===== src/rtl/mac_seq.sv =====
// mac_seq: sequential shift-add multiply-accumulate unit.
// One multiplier bit per cycle on operand magnitudes, sign reapplied in ACC,
// wide accumulator with clear and sticky overflow.
// Optional feature: define MAC_SATURATE_EN to clamp Acc on overflow instead of wrapping.
module mac_seq #(
    parameter int WIDTH = 32,
    parameter int ACC_W = 2*WIDTH+8
) (
    input  logic               clk,
    input  logic               reset,
    input  logic               LA,
    input  logic               LB,
    input  logic               s,
    input  logic               sgn,
    input  logic               acc_clr,
    input  logic [WIDTH-1:0]   DataA,
    input  logic [WIDTH-1:0]   DataB,
    output logic [2*WIDTH-1:0] P,
    output logic [ACC_W-1:0]   Acc,
    output logic               Finish,
    output logic               busy,
    output logic               ovf
);

    localparam int CW = $clog2(WIDTH) + 1;

    typedef enum logic [1:0] {IDLE, MUL, ACC, DONE} state_t;

    state_t             state;
    logic [WIDTH-1:0]   A, B;
    logic [2*WIDTH-1:0] mcand;
    logic [WIDTH-1:0]   mplier;
    logic [2*WIDTH-1:0] prod;
    logic [CW-1:0]      cnt;
    logic               sgn_r;
    logic               clr_r;
    logic               neg;

    logic [WIDTH-1:0]   sel_a, sel_b, mag_a, mag_b;
    logic [2*WIDTH-1:0] p_res;
    logic [ACC_W-1:0]   p_ext, base, acc_next;
    logic [ACC_W:0]     sum;
    logic               of;

    // Operand selection and magnitude reduction for the start edge
    always_comb begin
        sel_a = LA ? DataA : A;
        sel_b = LB ? DataB : B;
        mag_a = (sgn && sel_a[WIDTH-1]) ? ('0 - sel_a) : sel_a;
        mag_b = (sgn && sel_b[WIDTH-1]) ? ('0 - sel_b) : sel_b;
    end

    // Signed product, accumulator add, overflow detection and clamp/wrap
    always_comb begin
        p_res = neg ? ('0 - prod) : prod;
        p_ext = sgn_r ? ACC_W'($signed(p_res)) : ACC_W'(p_res);
        base  = clr_r ? '0 : Acc;
        sum   = {1'b0, base} + {1'b0, p_ext};
        if (sgn_r)
            of = (base[ACC_W-1] == p_ext[ACC_W-1]) && (sum[ACC_W-1] != base[ACC_W-1]);
        else
            of = sum[ACC_W];
`ifdef MAC_SATURATE_EN
        if (of) begin
            if (sgn_r)
                acc_next = base[ACC_W-1] ? {1'b1, {(ACC_W-1){1'b0}}}
                                         : {1'b0, {(ACC_W-1){1'b1}}};
            else
                acc_next = '1;
        end else begin
            acc_next = sum[ACC_W-1:0];
        end
`else
        acc_next = sum[ACC_W-1:0];
`endif
    end

    // Control FSM and datapath registers
    always_ff @(posedge clk) begin
        if (reset) begin
            state  <= IDLE;
            A      <= '0;
            B      <= '0;
            P      <= '0;
            Acc    <= '0;
            ovf    <= 1'b0;
            Finish <= 1'b0;
            busy   <= 1'b0;
            mcand  <= '0;
            mplier <= '0;
            prod   <= '0;
            cnt    <= '0;
            sgn_r  <= 1'b0;
            clr_r  <= 1'b0;
            neg    <= 1'b0;
        end else begin
            case (state)
                IDLE: begin
                    if (LA) A <= DataA;
                    if (LB) B <= DataB;
                    if (s) begin
                        state  <= MUL;
                        busy   <= 1'b1;
                        sgn_r  <= sgn;
                        clr_r  <= acc_clr;
                        cnt    <= '0;
                        mcand  <= (2*WIDTH)'(mag_a);
                        mplier <= mag_b;
                        prod   <= '0;
                        neg    <= sgn & (sel_a[WIDTH-1] ^ sel_b[WIDTH-1]);
                    end else if (acc_clr) begin
                        Acc <= '0;
                        ovf <= 1'b0;
                    end
                end
                MUL: begin
                    if (mplier[0]) prod <= prod + mcand;
                    mcand  <= mcand << 1;
                    mplier <= mplier >> 1;
                    cnt    <= cnt + 1'b1;
                    if (cnt == CW'(WIDTH-1)) state <= ACC;
                end
                ACC: begin
                    P      <= p_res;
                    Acc    <= acc_next;
                    ovf    <= (ovf & ~clr_r) | of;
                    busy   <= 1'b0;
                    Finish <= 1'b1;
                    state  <= DONE;
                end
                DONE: begin
                    if (LA) A <= DataA;
                    if (LB) B <= DataB;
                    if (!s) begin
                        Finish <= 1'b0;
                        state  <= IDLE;
                    end
                end
                default: state <= IDLE;
            endcase
        end
    end

endmodule


===== config.mk =====
export PLATFORM = sky130hd
export DESIGN_NAME = mac_seq
export DESIGN_NICKNAME = d
export VERILOG_FILES = /design/src/rtl/mac_seq.sv
export SDC_FILE = /design/constraint.sdc
export NUM_CORES = 1
export LEC_CHECK = 0
export BUFFER_PORTS_ARGS = -buffer_cell sky130_fd_sc_hd__buf_2
export CORE_ASPECT_RATIO = 0.9
export CORE_MARGIN = 10
export CORE_UTILIZATION = 55
export CTS_CLUSTER_DIAMETER = 30
export DETAILED_ROUTE_END_ITERATION = 7
export PLACE_DENSITY = 0.77
export REMOVE_ABC_BUFFERS = 1
export SLEW_MARGIN = 20
export SYNTH_ARGS = -nofsm -noshare
export SYNTH_HDL_FRONTEND = slang
export SYNTH_SLANG_ARGS = --single-unit

===== constraint.sdc =====
create_clock -name clk -period 4.8 [get_ports clk]
set_input_delay 0.96 -clock clk [delete_from_list [all_inputs] [get_ports clk]]
set_output_delay 0.96 -clock clk [all_outputs]
set_load 0.02 [all_outputs]

==> flow_summary.yaml <==
run_status:
  outcome: "complete, but fails checks"
  violations: "negative setup slack"
floorplanning:
  start_util_pct: 55.6
  core_sq_mm: 0.0453
  die_w_microns: 245
  rows: 74
  chipHeight_microns: 223
  io_pins: 210
  dieArea_sq_mm: 0.0547
logic_synthesis:
  synthArstFlopShare_pct: 0
  synth_xor_area_share_pct: 8.32
  synthMuxAreaShare_pct: 5.16
  synth_compound_area_share_pct: 24.9
  yosysSeqAreaShare_pct: 29.8
  yosysUniqueCellTypes: 80
  synth-adder-area-share_pct: 7.27
  synth_cells: 3248
  avgSynthCellArea_sq_um: 7.74
  synth_top_family_by_area: "compound AO/OA/AOI/OAI gates"
  synth-simple-area-share_pct: 20.8
  ys.flop_type: "dfxtp_1"
  synth_enable_flop_cells: 0
  synth.ff_latch_count: 374
  synth_area_sq_mm: 0.0252
  synth_warnings: 0
final_layout:
  drive_gt1_share_pct: 24.5
  fin_nets: 3912
  final_cell_mix: "dfxtp_1, nor2_1, nand2_1"
  area_growth_pct: 31.2
  final_cells: 4374
  final_common_cell: "dfxtp_1"
  stdcell_area_sq_mm: 0.0330
run:
  max_cap_violations: 0
routing:
  antenna_left: 0
  dr.first_iter.drc_count: 2078
  firstDrtPassIters: 6
  wl_mm: 83.2
  via_per_inst: 5.95
  vias: 26000
  drc: 0
  detail_route.wl_per_cell_microns: 19.0
pwr:
  power.switching_mw: 4.92
  p_comb_share_pct: 29.6
  power_density_mw_per_mm2: 419
  p_total_mw: 13.8
  p_sw_share_pct: 35.6
  p_leak_nw: 14.7
  p_seq_share_pct: 28.3
  p_int_mw: 8.89
  clock_power_share_pct: 42.1
  ir_drop_uv: 431
global_routing:
  grt_max_degree: 110
  first_global_vias: 24900
  grt_usage_pct: 28.7
  antenna_found_initial: 3
  overflow: 0
  grt_pass1_wl_mm: 130
placement:
  place.gp.congestion: 0.973
  dpl_cell_area_sq_mm: 0.0286
  portBuffers: 209
  dp_cells: 4177
  hpwl_mm: 60.4
worst_setup_path:
  path_delay_family: "simple AND/OR/NAND/NOR gates"
  crit_path_max_fanout: 5
  crit_required_ns: 5.30
  worstSetupStartpointType: "flip-flop"
  r2r_slack_ns: -0.30
  crit_type: "reg -> reg"
  critical_path_arrival_ns: 5.60
  crit_chain: "or4_4 > nor4_4 > nand2b_2 > buf_6 > or3_4 > nor2_4 > nand2_1 > buf_4 > o21ai_0 > xnor2_1 > ha_1 > a21o_1 > a21oi_1 > o21bai_1 > a21oi_1 > o21ai_1 > and3_1 > a21oi_2 > o211ai_1 > buf_4 > o31ai_4 > mux2i_1 > a221o_1"
  worstSetupEndpointType: "flip-flop"
  crit_slowest_cell: "or4_4"
  critPathBufInv: 3
  slowest_delay_ns: 0.55
worst_hold_path:
  hold_class: "reg -> reg"
timing:
  fin_skew_ns: 0.0288
  grt_setup_unrepaired: "true"
  finalSetupViolCount: 22
  final_hold_viol_count: 0
  finalCriticalPeriod_ns: 5.10
  max-slew-margin-rel_pct: 33.6
  worst_slack_ns: -0.297
  slew_violations: 0
  max_freq_mhz: 196
  worstMarginPinSlew_ns: 0.996
  period_share_pct: 106
clock_network:
  cts_tree: "yes"
  cts_made_buffers: 82
  clockBufferDepth: 3
  htreeDepth: 3
  clock_sinks: 374
  cts_hold_buf: 0
  clk_pin_slew_ns: 0.05
  clk-insertion-delay-late_ns: 0.62
  root_buffer: "clkbuf_16"
## worst paths after layout
| check | end | depth (start not counted) | from |
|---|---|---|---|
| max | Acc[69] | 23 | prod[8] |
| min | A[13] | 2 | A[13] |
| max reg2reg | Acc[69] | 23 | prod[8] |
| min reg2reg | A[13] | 2 | A[13] |
## tightest hold or removal path, stage by stage (launching register included)
cell,delay [ns]
dfxtp_1,0.30
nand2_1,0.05
a21oi_1,0.06
## final cells by class
type	count	area, sq um
multi-input cells	2620	17800
flip-flops and latches	374	7490
diodes	1	2.50
clock buffers	98	2220
clock inverters	55	668
well taps	608	761
fillers	3470	12300
repair buffers	568	3830
inverters	50	188
## per-stage QoR
step	setup WS, ns	setup TNS (ns)	hold WS, ns	utilization, %
global placement	-0.457	-4.08	0.440	63.2
detailed placement	-0.613	-6.03	0.447	63.2
floorplan	-4.78	-432.61	0.426	-
CTS	-0.376	-3.88	0.455	70.9
global route	-0.508	-8.93	0.479	72.9
finish	-0.297	-2.82	0.457	72.9
## synthesized netlist by cell type, types with 56 or more instances
library cell / count / share of area [%]
nor2_1: 367 / 5.5
a22oi_1: 109 / 3.3
o211ai_1: 56 / 1.7
ha_1: 143 / 7.1
o21ai_0: 216 / 4.3
a21o_1: 77 / 2.3
nand2_1: 367 / 5.5
nor2b_1: 92 / 2.3
xor2_1: 79 / 2.8
mux2i_1: 115 / 4.6
clkbuf_1: 176 / 2.6
dfxtp_1: 374 / 30
a21oi_1: 277 / 5.5
xnor2_1: 160 / 5.6
## state kept, by name, indices dropped and copies added, names as in the netlist, 2 cells and up
name / cells
prod: 64
B: 32
mplier: 32
Acc: 72
mcand: 64
A: 32
state: 2
cnt: 6
P: 64
## power groups by stage
stage	Clock [mW]	Sequential, mW	Combinational (mW)
after floorplan	0	3.90	2.61
final	5.82	3.91	4.09
after global routing	6.04	3.96	4.50
after global placement	0	3.93	3.78
after detailed placement	0	3.95	3.88
after CTS	5.87	3.90	3.96
## cell families after synthesis
kind of cell / count (synthesis)
AOI/OAI and AO/OA: 983
xor gates and xnor gates: 239
adders and majority gates: 145
buffers and inverters: 254
DFF: 374
muxes: 128
and+or+nand+nor: 1125
## repair_timing
| item | CTS | global route |
|---|---|---|
| pin swaps | 73 | 115 |
| endpoints found under the hold margin | 0 | 0 |
| setup buffers | 15 | 30 |
| resized for setup | 105 | 159 |
| endpoints found under the setup margin | 31 | 38 |
## layer usage
metal | global-route usage (%) | wire, microns
met1 | 38.0 | 36900
met2 | 45.3 | 37400
met3 | 6.00 | 6290
met4 | 10.5 | 2620
met5 | 0 | 13
Note: power is estimated with default switching activity, not from simulation.
